**config.mk**
```make
export PLATFORM = sky130hd
export DESIGN_NAME = data_bus_arb
export DESIGN_NICKNAME = d
export VERILOG_FILES = /design/src/rtl/data_bus_arb.sv
export SDC_FILE = /design/constraint.sdc
export NUM_CORES = 1
export LEC_CHECK = 0
export BUFFER_PORTS_ARGS = -buffer_cell sky130_fd_sc_hd__buf_4
export CAP_MARGIN = 10
export CORE_AREA = 8 8 94 96
export CTS_BUF_LIST = sky130_fd_sc_hd__clkbuf_4
export CTS_CLUSTER_DIAMETER = 150
export CTS_CLUSTER_SIZE = 30
export DETAILED_ROUTE_END_ITERATION = 12
export DIE_AREA = 0 0 102 104
export HOLD_SLACK_MARGIN = 0.1
export PLACE_DENSITY = 0.67
export SYNTH_ARGS = -nofsm -noshare
export SYNTH_HDL_FRONTEND = slang
export SYNTH_SLANG_ARGS = --single-unit
```
**constraint.sdc**
```tcl
create_clock -name clk_i -period 5.25 [get_ports clk_i]
set_clock_uncertainty 0.15 [all_clocks]
set_input_delay 0.2625 -clock clk_i [delete_from_list [all_inputs] [get_ports clk_i]]
set_output_delay 0.2625 -clock clk_i [all_outputs]
set_load 0.05 [all_outputs]
```
**src/rtl/data_bus_arb.sv**
```systemverilog
// Two-master to single-RAM-port arbiter with at most one outstanding transaction and a response timeout.
// Define DATA_BUS_ARB_RR_EN to alternate priority on conflicts; otherwise m0 always wins.
module data_bus_arb #(
    parameter int ADDR_W  = 12,
    parameter int DATA_W  = 32,
    parameter int TIMEOUT = 15
) (
    input  logic                clk_i,
    input  logic                rst_i,

    input  logic                m0_req_i,
    input  logic                m0_we_i,
    input  logic [ADDR_W-1:0]   m0_addr_i,
    input  logic [DATA_W/8-1:0] m0_be_i,
    input  logic [DATA_W-1:0]   m0_wdata_i,
    output logic                m0_gnt_o,
    output logic                m0_rvalid_o,
    output logic [DATA_W-1:0]   m0_rdata_o,
    output logic                m0_err_o,

    input  logic                m1_req_i,
    input  logic                m1_we_i,
    input  logic [ADDR_W-1:0]   m1_addr_i,
    input  logic [DATA_W/8-1:0] m1_be_i,
    input  logic [DATA_W-1:0]   m1_wdata_i,
    output logic                m1_gnt_o,
    output logic                m1_rvalid_o,
    output logic [DATA_W-1:0]   m1_rdata_o,
    output logic                m1_err_o,

    output logic                s_req_o,
    output logic                s_we_o,
    output logic [ADDR_W-1:0]   s_addr_o,
    output logic [DATA_W/8-1:0] s_be_o,
    output logic [DATA_W-1:0]   s_wdata_o,
    input  logic                s_gnt_i,
    input  logic                s_rvalid_i,
    input  logic [DATA_W-1:0]   s_rdata_i
);

    typedef enum logic {IDLE, WAIT} state_t;

    localparam logic [7:0] CNT_LAST = 8'(TIMEOUT - 1);

    state_t     state_q, state_d;
    logic       owner_q, owner_d;   // 0 = m0, 1 = m1
    logic [7:0] cnt_q, cnt_d;
    logic       sel;                // selected master, 0 = m0, 1 = m1
    logic       can_accept;
    logic       granted;
    logic       resp;
    logic       tmo;

`ifdef DATA_BUS_ARB_RR_EN
    logic last_q;                   // 1 = m1 won the last granted cycle

    // On conflict the master that did not win last time goes first.
    assign sel = m1_req_i & (~m0_req_i | ~last_q);

    always_ff @(posedge clk_i or posedge rst_i) begin
        if (rst_i)        last_q <= 1'b1;
        else if (granted) last_q <= sel;
    end
`else
    assign sel = m1_req_i & ~m0_req_i;
`endif

    always_ff @(posedge clk_i or posedge rst_i) begin
        if (rst_i) begin
            state_q <= IDLE;
            owner_q <= 1'b0;
            cnt_q   <= 8'd0;
        end else begin
            state_q <= state_d;
            owner_q <= owner_d;
            cnt_q   <= cnt_d;
        end
    end

    always_comb begin
        state_d     = state_q;
        owner_d     = owner_q;
        cnt_d       = cnt_q;
        s_req_o     = 1'b0;
        s_we_o      = 1'b0;
        s_addr_o    = '0;
        s_be_o      = '0;
        s_wdata_o   = '0;
        m0_gnt_o    = 1'b0;
        m1_gnt_o    = 1'b0;
        m0_rvalid_o = 1'b0;
        m1_rvalid_o = 1'b0;
        m0_rdata_o  = '0;
        m1_rdata_o  = '0;
        m0_err_o    = 1'b0;
        m1_err_o    = 1'b0;

        // A response frees the port in the same cycle, allowing back-to-back issue.
        can_accept = ~rst_i & ((state_q == IDLE) | s_rvalid_i);
        resp       = ~rst_i & (state_q == WAIT) & s_rvalid_i;
        tmo        = ~rst_i & (state_q == WAIT) & ~s_rvalid_i & (cnt_q == CNT_LAST);

        if (can_accept & (m0_req_i | m1_req_i)) begin
            s_req_o   = 1'b1;
            s_we_o    = sel ? m1_we_i    : m0_we_i;
            s_addr_o  = sel ? m1_addr_i  : m0_addr_i;
            s_be_o    = sel ? m1_be_i    : m0_be_i;
            s_wdata_o = sel ? m1_wdata_i : m0_wdata_i;
        end
        granted  = s_req_o & s_gnt_i;
        m0_gnt_o = granted & ~sel;
        m1_gnt_o = granted & sel;

        if (resp) begin
            m0_rvalid_o = ~owner_q;
            m1_rvalid_o = owner_q;
            m0_rdata_o  = owner_q ? '0 : s_rdata_i;
            m1_rdata_o  = owner_q ? s_rdata_i : '0;
        end
        m0_err_o = tmo & ~owner_q;
        m1_err_o = tmo & owner_q;

        if (granted) begin
            state_d = WAIT;
            owner_d = sel;
            cnt_d   = 8'd0;
        end else if (resp | tmo) begin
            state_d = IDLE;
        end else if (state_q == WAIT) begin
            cnt_d = cnt_q + 8'd1;
        end
    end

endmodule
```
# [Yosys cells after proc, flatten, opt, wreduce, memory -nomap -nowiden]
# Index checks and enable logic that the tools add are counted.
[totals] inputBits=136 wordCells=50 out_inout_bits=120 reg_bits=10
[op_classes] n_eq_ne=2 n_mux=20 reduce_logical=3 bitwise=21 add_sub_neg=1
[op_table] op="$mux 32" count=6
[op_table] op="$mux 12" count=2
[op_table] op="$mux 8" count=3
[op_table] op="$and 1x1->1" count=12
[op_table] op="$add 8x1->8 const B" count=1
[op_table] op="$eq 8x4->1 const B" count=1
[op_table] op="$mux 4" count=2
[op_table] op="$mux 1" count=7
[op_table] op="$not 1->1" count=6
[op_table] op="$reduce_bool 2->1" count=2
[op_table] op="$or 1x1->1" count=3
[op_table] op="$ne 2x2->1 const B" count=1
[op_table] op="$reduce_and 2->1" count=1

# [Depth between registers and ports, before layout]
# Gate-level depths: netlist of the first run.
[depth] depth_word=8 mapped_depth=7 mapped_depth_nobuf=7

# [Worst setup path before layout of the first run]
# OpenSTA, ideal clock, no wires.
[synth_path] path_kind="register to output" from="register cnt_q[0]" to="output port m0_err_o" arrival_time_ns=2.066 n_path_buf=0 stages_incl_launch_ff=6 t_required_ns=4.838 setup_slack_ns=2.772 path_cell_list="dfrtp_1 inv_1 ha_1 or4b_4 nor4_4 nor2b_1"
[synth_between] elab_chain_cells=3
[synth_lines] element="from (decl)" line="47" rtl="logic [7:0] cnt_q, cnt_d;"
[synth_lines] element="from (signal assigned)" line="76" rtl="cnt_q <= cnt_d;"
[synth_lines] element="$eq 8x4->1" line="101" rtl="tmo = ~rst_i & (state_q == WAIT) & ~s_rvalid_i & (cnt_q == CNT_LAST);"
[synth_lines] element="$and 1x1->1" line="101"
[synth_lines] element="$and 1x1->1" line="120" rtl="m0_err_o = tmo & ~owner_q;"
[synth_lines] element="to (decl)" line="19" rtl="output logic m0_err_o,"
# No other way between the ends.

# [Worst setup path after layout of the first run]
[layout_path] from="input port rst_i" to="output port m1_rdata_o[2]"
[layout_between] elab_chain_cells=4
[layout_lines] element="from (decl)" line="9" rtl="input logic rst_i,"
[layout_lines] element="$not 1->1" line="100" rtl="resp = ~rst_i & (state_q == WAIT) & s_rvalid_i;"
[layout_lines] element="$and 1x1->1 (2 in a row)" line="100"
[layout_lines] element="$mux 32" line="114" rtl="if (resp) begin"
[layout_lines] element="to (decl)" line="28" rtl="output logic [DATA_W-1:0] m1_rdata_o,"
# No other way between the ends.

==> summary.log, run 1 <==
qor: outcome.status finished clean
qor: setup_path.largest_driver_fanout_on_the_critical_path 33
qor: timing.rsz0062_at_grt false
qor: power_and_ir_drop.internal_power 280 uW
qor: layout.final-instance-count-excl-fill 637
qor: detailed_routing.postRouteAntennaNets 0
qor: floorplan.die-height 104 um
qor: global_routing.vias_in_the_first_global_route 2892
qor: placement.finalWeightedCongestion 0.826
qor: cts.worst_setup_hold_path_clk_slew 0.06 ns
qor: cts.clockRootBuffer sky130_fd_sc_hd__clkbuf_4
qor: yosys.synth-seq-area-share 14.3%
qor: timing.timing.final.setup_violations 0
qor: yosys.synth_top_area_share 23.9%
qor: timing.finalHoldViolations 0
qor: detailed_routing.drt_wl_total 10.2 mm
qor: yosys.synth-edff-count 0
qor: timing.period_needed 2.93 ns
qor: power_and_ir_drop.net_switching_fraction_of_the_power 51.8%
qor: run.drv.max_cap_violation_count 0
qor: setup_path.cp-start-kind input pin
qor: detailed_routing.vias_per_cell 4.49
qor: detailed_routing.drcViolationCount 0
qor: timing.setup_ws_final 2.32 ns
qor: setup_path.timing.critical_path.arrival 2.52 ns
qor: yosys.synth-warning-count 0
qor: worst_hold_path.worst_hold_path_type reg -> reg
qor: detailed_routing.via_count 2858
qor: yosys.synthMostInstantiatedCell sky130_fd_sc_hd__nand2_1
qor: yosys.syn_area_per_cell 5.87 sq um
qor: detailed_routing.pre_repair_dr_iteration_count 4
qor: yosys.postSynthCellCount 298
qor: detailed_routing.routedWlPerCell 16.0 um
qor: timing.setup_total_negative_slack 0 ns
qor: cts.clockBufferDepth 2
qor: power_and_ir_drop.power.static_leakage 2.11 nW
qor: cts.cts_tree done
qor: cts.clkLatencyLatePin 0.26 ns
qor: power_and_ir_drop.power.share.sequential 20.9%
qor: power_and_ir_drop.power.share.combinational 70.2%
qor: yosys.synth_area_leader_cell sky130_fd_sc_hd__and2_1
qor: cts.cts_inserted_buffers 3
qor: global_routing.grt_antenna_before_repair 1
qor: layout.fillCellCount 750
qor: floorplan.io_pins 256
qor: yosys.yosys_reg_bits 10
qor: cts.clock-sinks 10
qor: cts.cts_resized 0
qor: timing.final_max_slew_viol_count 0
qor: yosys.synthTopCellsByCount sky130_fd_sc_hd__nand2_1 (99), sky130_fd_sc_hd__and2_1 (67), sky130_fd_sc_hd__a21oi_1 (52)
qor: floorplan.start_util 23.5%
qor: cts.holdBufCountCts 2
qor: yosys.asyncSetResetFlopFracSynth 100%
qor: placement.place_ws 2.86 ns
qor: timing.tightestPinTransition 1.06 ns
qor: layout.num-nets-final 675
qor: cts.cts_setup_buffers 0
qor: power_and_ir_drop.power_density 155 nW/um^2
qor: yosys.synth.top_cells.by_area sky130_fd_sc_hd__and2_1 (24%), sky130_fd_sc_hd__nand2_1 (21%), sky130_fd_sc_hd__a21oi_1 (15%), sky130_fd_sc_hd__dfrtp_1 (14%), sky130_fd_sc_hd__clkbuf_1 (4.9%)
qor: power_and_ir_drop.vdd_ir_drop_max 0.000109 V
qor: floorplan.core-area 7450 sq um
qor: yosys.synthesized_net_count 436
qor: power_and_ir_drop.clockPowerShare 8.9%
qor: placement.dp_cells 632
qor: global_routing.grt_max_degree 51
qor: global_routing.grt_remaining_overflow 0
qor: layout.num_antenna_cells 0
qor: placement.dp_hpwl 8.62 mm
qor: power_and_ir_drop.p_switching 301 uW
qor: cts.deepest_level_of_the_cts_h_tree 1
qor: layout.drive_gt1_share 50.1%
qor: floorplan.die-width 102 um
qor: yosys.number_of_distinct_library_cell_variants_in_the_gate_level_netlist_after_synthesis 33
qor: floorplan.fp.dieArea 10600 sq um
qor: layout.area_delta_synth_final 115%
qor: yosys.synth_ff_type sky130_fd_sc_hd__dfrtp_1
qor: setup_path.timing.setup.critical_path_class in -> out
qor: yosys.post_synth_instance_area 1750 sq um
qor: floorplan.floorplan.rows 32
qor: timing.max_fclk 0.341 GHz
qor: setup_path.setup.worst_path.end_class output port
qor: global_routing.grt_first_pass_wirelength 14.9 mm
qor: timing.slew-limit-headroom 29.0%
qor: global_routing.grt_use_total 17.1%
qor: detailed_routing.detailedRoute.firstIterationViolations 122
qor: setup_path.cp.required 4.84 ns
qor: timing.min_period_over_period 55.8%
qor: placement.port_buffers 255
==> power by group through the flow <==
stage | logic, mW | clock network [mW] | registers, mW
6_report | 0.408 | 0.0520 | 0.121
5_1_grt | 0.435 | 0.0574 | 0.124
3_5_place_dp | 0.409 | 0 | 0.121
4_1_cts | 0.412 | 0.0517 | 0.120
2_1_floorplan | 0.245 | 0 | 0.112
3_3_place_gp | 0.404 | 0 | 0.120
==> state kept, by name, indices dropped and copies added, names as in the netlist <==
name	count
cnt_q	8
owner_q	1
state_q	1
==> layout make-up <==
| type | instances | area (sq um) | area share, % |
|---|---|---|---|
| multi-input combinational | 260 | 1400 | 37.3 |
| tap | 102 | 128 | 3.39 |
| clock buffer | 3 | 22.5 | 0.599 |
| inverter | 4 | 15.0 | 0.399 |
| sequential | 10 | 250 | 6.65 |
| timing repair buffer | 258 | 1940 | 51.6 |
==> final timing paths <==
kind                                      startpoint                    to  slack [ns]  cells after the start
worst max-delay path                           rst_i         m1_rdata_o[2]        2.32                      6
worst min-delay path            cnt_q[0]$_DFFE_PP0P_  cnt_q[0]$_DFFE_PP0P_        0.40                      1
worst max register to register  cnt_q[0]$_DFFE_PP0P_  cnt_q[2]$_DFFE_PP0P_        3.12                      7
worst min register to register  cnt_q[0]$_DFFE_PP0P_  cnt_q[0]$_DFFE_PP0P_        0.40                      1
max in group asynchronous                      rst_i  cnt_q[0]$_DFFE_PP0P_        4.22                      3
min in group asynchronous                      rst_i   state_q$_DFFE_PP0P_        0.44                      3
==> routing by layer <==
layer | up-vias | part of all wire, % | global-route usage [%]
li1 | 1442 | - | -
met1 | 1248 | 35 | 17.1
met2 | 162 | 52 | 33.0
met3 | 4 | 12 | 5.89
met4 | 2 | 0.17 | 2.20
met5 | - | 0.13 | 0
==> placed cells by master (no fill, tap or decap), drive strengths merged <==
cell type	count
nand2	99
o21ai	1
nor2b	3
and4bb	1
and3	3
nor3	1
o211ai	1
nand3	3
clkbuf	3
dfrtp	10
a211o	2
ha	2
o2bb2ai	1
or3	2
nand4	2
o21a	1
nand4b	1
a21oi	52
or4b	2
a21o	1
dlygate4sd3	2
buf	256
and2	67
a31oi	1
nor2	3
xor2	3
and4	2
mux2i	1
or2b	1
inv	4
nor4	2
nand2b	2
==> critical path, stage by stage <==
cell,delay [ns]
sky130_fd_sc_hd__dlygate4sd3_1,0.54
sky130_fd_sc_hd__buf_4,0.15
sky130_fd_sc_hd__inv_1,0.31
sky130_fd_sc_hd__and4_1,0.79
sky130_fd_sc_hd__and2_1,0.24
sky130_fd_sc_hd__buf_4,0.20
==> per-stage QoR <==
stage	util, %	hold WS [ns]	area (sq um)	total power, mW
after floorplan	-	-0.0418	1750	0.357
after global routing	50.5	0.443	3760	0.617
after detailed placement	49.9	0.156	3720	0.530
after CTS	50.5	0.407	3760	0.583
final	50.5	0.403	3760	0.581
after global placement	49.9	0.126	3720	0.523
==> kinds of logic after synthesis <==
| kind of cell | Yosys count | share of synthesized area (%) |
|---|---|---|
| buffers and inverters | 28 | 6.08 |
| xor gates and xnor gates | 3 | 1.50 |
| AOI/OAI and AO/OA | 60 | 19.1 |
| DFF | 10 | 14.3 |
| muxes | 1 | 0.572 |
| adders and majority gates | 2 | 1.43 |
| and+or+nand+nor | 194 | 57.0 |
No activity file was read; power rests on OpenSTA's default activity.
==> run 2, diff against run 1 <==
==> constraint.sdc (replaced) <==
create_clock -name clk_i -period 2.8 [get_ports clk_i]
set_clock_uncertainty 0.15 [all_clocks]
set_input_delay 0.14 -clock clk_i [delete_from_list [all_inputs] [get_ports clk_i]]
set_output_delay 0.14 -clock clk_i [all_outputs]
set_load 0.05 [all_outputs]
==> summary.log, run 2 (synthesized netlist as in run 1, its figures left out) <==
qor: power_and_ir_drop.power.share.sequential 20.5% [-0.4 points]
qor: setup_path.timing.critical_path.arrival 2.07 ns [-0.45 ns]
qor: timing.max_fclk 0.425 GHz
qor: power_and_ir_drop.vdd_ir_drop_max 0.000245 V [+120%]
qor: worst_hold_path.worst_hold_path_type in -> reg
qor: floorplan.fp.dieArea 10600 sq um [unchanged]
qor: floorplan.floorplan.rows 32 [unchanged]
qor: cts.worst_setup_hold_path_clk_slew 0.06 ns [about the same]
qor: placement.place_ws 0.717 ns [-2.14 ns]
qor: floorplan.core-area 7450 sq um [unchanged]
qor: setup_path.timing.setup.critical_path_class reg -> out
qor: layout.finalCoreUtilization 50.7% [+0.20 points]
qor: cts.cts_setup_buffers 0 [unchanged]
qor: layout.layout_commonest_cell sky130_fd_sc_hd__buf_4
qor: detailed_routing.drt_wl_total 10.1 mm [-0.83%]
qor: timing.setup_total_negative_slack 0 ns [unchanged]
qor: global_routing.grt_first_pass_wirelength 14.8 mm [-0.28%]
qor: timing.final_max_slew_viol_count 0 [unchanged]
qor: layout.num_antenna_cells 0 [unchanged]
qor: detailed_routing.vias_per_cell 4.49 [about the same]
qor: setup_path.critical_path_cell_sequence inv_1 -> ha_1 -> or4b_4 -> nor4_4 -> nor2b_1 -> buf_4
qor: layout.number_of_flip_flops_under_the_largest_register_name 8 [unchanged]
qor: timing.rsz0062_at_grt false
qor: cts.deepest_level_of_the_cts_h_tree 1 [unchanged]
qor: timing.finalHoldViolations 0 [unchanged]
qor: cts.clockBufferDepth 2 [unchanged]
qor: placement.finalWeightedCongestion 0.842 [+1.9%]
qor: floorplan.die-height 104 um [unchanged]
qor: timing.min_period_over_period 84.1%
qor: outcome.status finished clean
qor: power_and_ir_drop.net_switching_fraction_of_the_power 51.3% [-0.44 points]
qor: global_routing.grt_max_degree 51 [unchanged]
qor: layout.num-nets-final 677 [+0.30%]
qor: power_and_ir_drop.p_switching 554 uW [+84%]
qor: floorplan.start_util 23.5% [unchanged]
qor: global_routing.vias_in_the_first_global_route 2800 [-3.2%]
qor: layout.stdcell_area 3780 sq um [+0.40%]
qor: run.drv.max_cap_violation_count 0 [unchanged]
qor: global_routing.grt_antenna_before_repair 0 [-1]
qor: detailed_routing.detailedRoute.firstIterationViolations 101 [-17%]
qor: detailed_routing.via_count 2869 [+0.38%]
qor: placement.port_buffers 255 [unchanged]
qor: cts.clockRootBuffer sky130_fd_sc_hd__clkbuf_4
qor: timing.slew-limit-headroom 37.6% [+8.6 points]
qor: layout.register_bank_with_the_most_flops cnt_q
qor: power_and_ir_drop.internal_power 525 uW [+87%]
qor: power_and_ir_drop.power_density 286 nW/um^2 [+85%]
qor: timing.tightestPinTransition 0.936 ns [-0.127 ns]
qor: cts.clkLatencyLatePin 0.26 ns [about the same]
qor: timing.setup_ws_final 0.444 ns [-1.88 ns]
qor: setup_path.largest_driver_fanout_on_the_critical_path 7 [-79%]
qor: setup_path.crit_path_max_incr_delay 0.46 ns [-0.33 ns]
qor: detailed_routing.routedWlPerCell 15.8 um [-1.1%]
qor: timing.timing.final.setup_violations 0 [unchanged]
qor: floorplan.die-width 102 um [unchanged]
qor: layout.area_delta_synth_final 116%
qor: setup_path.critPathSlowestCell sky130_fd_sc_hd__or4b_4
qor: cts.clock-sinks 10 [unchanged]
qor: layout.drive_gt1_share 50.3% [+0.19 points]
qor: power_and_ir_drop.power.static_leakage 2.12 nW [+0.50%]
qor: layout.final_cell_mix sky130_fd_sc_hd__buf_4 (258), sky130_fd_sc_hd__nand2_1 (99), sky130_fd_sc_hd__and2_1 (67)
qor: placement.post_dp_cell_area 3730 sq um [+0.40%]
qor: cts.cts_tree done
qor: setup_path.cp-start-kind register
qor: detailed_routing.drcViolationCount 0 [unchanged]
qor: detailed_routing.postRouteAntennaNets 0 [unchanged]
qor: global_routing.grt_remaining_overflow 0 [unchanged]
qor: setup_path.setup.worst_path.end_class output port
qor: setup_path.cp.required 2.51 ns [-2.33 ns]
qor: cts.cts_inserted_buffers 3 [unchanged]
qor: placement.dp_hpwl 8.59 mm [-0.37%]
qor: power_and_ir_drop.power.share.combinational 70.5% [+0.3 points]
qor: detailed_routing.pre_repair_dr_iteration_count 4 [unchanged]
qor: global_routing.grt_use_total 17.0% [-0.059 points]
qor: layout.fillCellCount 731 [-2.5%]
qor: floorplan.io_pins 256 [unchanged]
qor: power_and_ir_drop.clockPowerShare 9.0% [about the same]
qor: timing.period_needed 2.36 ns
qor: layout.largestRegisters cnt_q (8), owner_q (1), state_q (1)
==> run 2: cell types whose count changed in the layout (fill, tap and decap cells not counted), sizes merged <==
cell  delta
buf      +2
==> run 2: metal layers <==
layer | wire length, um | GRT usage (%) | share of wire [%] | vias up
met5 | 0 | 0 | 0 | -
met4 | 124 | 3.15 | 1.2 | 0
met3 | 1340 | 6.43 | 13 | 8
met2 | 5170 | 31.5 | 51 | 156
met1 | 3460 | 17.6 | 34 | 1262
li1 | - | - | - | 1443
==> run 2: path summary, 6_finish.rpt <==
path / startpoint / to / slack (ns) / cells past startpoint
min: s_rvalid_i / cnt_q[1]$_DFFE_PP0P_ / 0.30 / 5
min reg2reg: owner_q$_DFFE_PP0P_ / owner_q$_DFFE_PP0P_ / 0.42 / 1
min in group asynchronous: rst_i / cnt_q[2]$_DFFE_PP0P_ / 0.31 / 3
max reg2reg: cnt_q[0]$_DFFE_PP0P_ / cnt_q[0]$_DFFE_PP0P_ / 0.76 / 7
max in group asynchronous: rst_i / cnt_q[5]$_DFFE_PP0P_ / 1.90 / 3
max: cnt_q[0]$_DFFE_PP0P_ / m0_err_o / 0.44 / 6
==> run 2: power groups by stage <==
stage | combinational, mW | sequential (mW) | clock, mW
floorplan | 0.459 | 0.210 | 0
global placement | 0.756 | 0.220 | 0
detailed placement | 0.764 | 0.221 | 0
CTS | 0.769 | 0.220 | 0.0993
global route | 0.813 | 0.227 | 0.104
finish | 0.761 | 0.222 | 0.0966
==> run 2: through the flow <==
stage,instances,power (mW),hold WS [ns]
3_5_place_dp,634,0.985,0.0380
3_3_place_gp,634,0.976,0.0349
5_1_grt,639,1.14,0.335
6_report,639,1.08,0.297
4_1_cts,639,1.09,0.302
2_1_floorplan,298,0.669,-0.164
==> run 2: layout make-up <==
type	count	area, sq um	area share (%)
Clock buffer	3	22.5	0.596
Inverter	4	15.0	0.398
Multi-Input combinational cell	260	1400	37.2
Sequential cell	10	250	6.63
Tap cell	102	128	3.38
Timing Repair Buffer	260	1960	51.8
==> run 2: what timing repair did <==
item                                   CTS  global route
hold buffers                             2             0
endpoints found under the hold margin   12             0
gates resized for setup                  0             0
==> run 2: critical path: cells and delay by family, from the launching register on <==
family | cells | cell delay [ns]
simple gates | 3 | 0.96
flops | 1 | 0.43
buf+inv | 2 | 0.28
fa+ha+maj | 1 | 0.13
==> run 3, diff against run 2 <==
==> constraint.sdc (replaced) <==
create_clock -name clk_i -period 2.45 [get_ports clk_i]
set_clock_uncertainty 0.15 [all_clocks]
set_input_delay 0.1225 -clock clk_i [delete_from_list [all_inputs] [get_ports clk_i]]
set_output_delay 0.1225 -clock clk_i [all_outputs]
set_load 0.05 [all_outputs]
==> summary.log, run 3 (synthesized netlist as in run 1, its figures left out) <==
qor: layout.register_bank_with_the_most_flops cnt_q
qor: layout.largestRegisters cnt_q (8), owner_q (1), state_q (1)
qor: cts.clock-sinks 10 [unchanged]
qor: detailed_routing.drcViolationCount 0 [unchanged]
qor: timing.rsz0062_at_grt false
qor: detailed_routing.vias_per_cell 4.52 [+0.75%]
qor: floorplan.start_util 23.5% [unchanged]
qor: setup_path.setup.worst_path.end_class output port
qor: global_routing.grt_max_degree 34 [-33%]
qor: layout.num-nets-final 681 [+0.59%]
qor: power_and_ir_drop.vdd_ir_drop_max 0.000221 V [-9.8%]
qor: setup_path.cp-start-kind register
qor: layout.multiInputGateArea 1400 sq um [unchanged]
qor: timing.period_needed 2.31 ns
qor: cts.cts_resized 0 [unchanged]
qor: detailed_routing.drt_wl_total 10.2 mm [+0.92%]
qor: floorplan.core-area 7450 sq um [unchanged]
qor: layout.num_antenna_cells 0 [unchanged]
qor: global_routing.grt_use_total 17.5% [+0.46 points]
qor: timing.max_fclk 0.434 GHz
qor: timing.final_max_slew_viol_count 0 [unchanged]
qor: placement.dp_hpwl 8.83 mm [+2.8%]
qor: layout.drive_gt1_share 50.6% [+0.27 points]
qor: detailed_routing.routedWlPerCell 15.8 um [+0.14%]
qor: setup_path.largest_driver_fanout_on_the_critical_path 5 [-2]
qor: floorplan.io_pins 256 [unchanged]
qor: detailed_routing.detailedRoute.firstIterationViolations 87 [-14%]
qor: cts.clockRootBuffer sky130_fd_sc_hd__clkbuf_4
qor: placement.post_dp_cell_area 3780 sq um [+1.3%]
qor: detailed_routing.postRouteAntennaNets 0 [unchanged]
qor: layout.stdcell_area 3830 sq um [+1.6%]
qor: floorplan.floorplan.rows 32 [unchanged]
qor: setup_path.cp.required 2.18 ns [-0.33 ns]
qor: layout.layout_commonest_cell sky130_fd_sc_hd__buf_4
qor: timing.timing.final.setup_violations 0 [unchanged]
qor: layout.area_delta_synth_final 119%
qor: placement.finalWeightedCongestion 0.842 [about the same]
qor: setup_path.timing.setup.critical_path_class reg -> out
qor: layout.number_of_flip_flops_under_the_largest_register_name 8 [unchanged]
qor: timing.finalHoldViolations 0 [unchanged]
qor: power_and_ir_drop.power_density 326 nW/um^2 [+14%]
qor: timing.hold_ws 0.310 ns [+0.0129 ns]
qor: floorplan.die-height 104 um [unchanged]
qor: cts.deepest_level_of_the_cts_h_tree 1 [unchanged]
qor: floorplan.die-width 102 um [unchanged]
qor: layout.final_cell_mix sky130_fd_sc_hd__buf_4 (260), sky130_fd_sc_hd__nand2_1 (99), sky130_fd_sc_hd__and2_1 (67)
qor: global_routing.grt_first_pass_wirelength 15.2 mm [+2.4%]
qor: timing.setup_total_negative_slack 0 ns [unchanged]
qor: layout.fillCellCount 760 [+4.0%]
qor: cts.clockBufferDepth 2 [unchanged]
qor: run.drv.max_cap_violation_count 0 [unchanged]
qor: timing.slew-limit-headroom 64.0% [+26 points]
qor: cts.cts_inserted_buffers 3 [unchanged]
qor: timing.tightestPinTransition 0.539 ns [-0.397 ns]
qor: cts.clkLatencyLatePin 0.26 ns [about the same]
qor: detailed_routing.pre_repair_dr_iteration_count 4 [unchanged]
qor: setup_path.timing.critical_path.arrival 2.03 ns [-0.04 ns]
qor: layout.register_area 250 sq um [unchanged]
qor: floorplan.fp.dieArea 10600 sq um [unchanged]
qor: cts.worst_setup_hold_path_clk_slew 0.06 ns [about the same]
qor: global_routing.grt_remaining_overflow 0 [unchanged]
qor: cts.cts_tree done
qor: timing.min_period_over_period 94.1%
qor: outcome.status finished clean
qor: worst_hold_path.worst_hold_path_type in -> async
qor: detailed_routing.via_count 2913 [+1.5%]
qor: power_and_ir_drop.power.static_leakage 2.15 nW [+1.4%]
qor: placement.port_buffers 255 [unchanged]
qor: global_routing.grt_antenna_before_repair 0 [unchanged]
qor: global_routing.vias_in_the_first_global_route 3006 [+7.4%]
run 3: cell count changes in the layout (fill, tap and decap cells not counted):
cell / previous run / this run
sky130_fd_sc_hd__buf_4: 258 / 260
sky130_fd_sc_hd__clkinv_1: 0 / 1
sky130_fd_sc_hd__buf_12: 0 / 2
run 3: final cells by class:
| type | instances | area share, % |
|---|---|---|
| clock buffer | 3 | 0.587 |
| clock inverter | 1 | 0.0979 |
| inverter | 4 | 0.392 |
| multi-input combinational | 260 | 36.6 |
| sequential | 10 | 6.53 |
| tap | 102 | 3.33 |
| timing repair buffer | 264 | 52.5 |
run 3: report_power, final:
group	total, mW	switching (mW)	leakage (nW)	internal [mW]
Combinational	0.884	0.529	2.00	0.355
Sequential	0.254	0.0549	0.132	0.199
Clock	0.113	0.0545	0.0154	0.0588
run 3: layer usage:
layer,vias to the layer above,GRT usage [%],routed length [um]
met5,-,0,0
met4,0,3.99,161
met3,12,5.96,1180
met2,166,33.8,5210
met1,1281,16.9,3620
li1,1454,-,-
run 3: worst paths after layout:
check | start | endpoint | slack (ns) | cells after the start
min in group clk_i | s_rvalid_i | owner_q$_DFFE_PP0P_ | 0.31 | 4
worst min-delay path | rst_i | cnt_q[1]$_DFFE_PP0P_ | 0.31 | 4
max in group asynchronous | rst_i | cnt_q[5]$_DFFE_PP0P_ | 1.70 | 4
worst max register to register | cnt_q[0]$_DFFE_PP0P_ | cnt_q[2]$_DFFE_PP0P_ | 0.29 | 8
worst min register to register | cnt_q[0]$_DFFE_PP0P_ | cnt_q[0]$_DFFE_PP0P_ | 0.41 | 1
worst max-delay path | cnt_q[0]$_DFFE_PP0P_ | m0_err_o | 0.14 | 6
run 3: critical path, stage by stage (launching register included):
cell and delay [ns]:
sky130_fd_sc_hd__dfrtp_1 0.43, sky130_fd_sc_hd__inv_1 0.09, sky130_fd_sc_hd__ha_1 0.14, sky130_fd_sc_hd__or4b_4 0.47, sky130_fd_sc_hd__nor4_4 0.28, sky130_fd_sc_hd__nor2b_1 0.17
sky130_fd_sc_hd__buf_4 0.20
run 3: metrics by stage:
step	worst slack [ns]	power, mW	cells	util [%]
after floorplan	0.112	0.765	298	-
after global routing	0.0195	1.33	644	51.5
after detailed placement	0.383	1.14	637	50.8
after global placement	0.410	1.12	637	50.8
after CTS	0.0974	1.26	643	51.4
final	0.145	1.25	644	51.5
run 3: timing repair:
item                       in CTS  in global routing
setup endpoints to repair       0                  1
setup buffers                   0                  1
hold buffers                    2                  0
hold endpoints to repair       12                  0
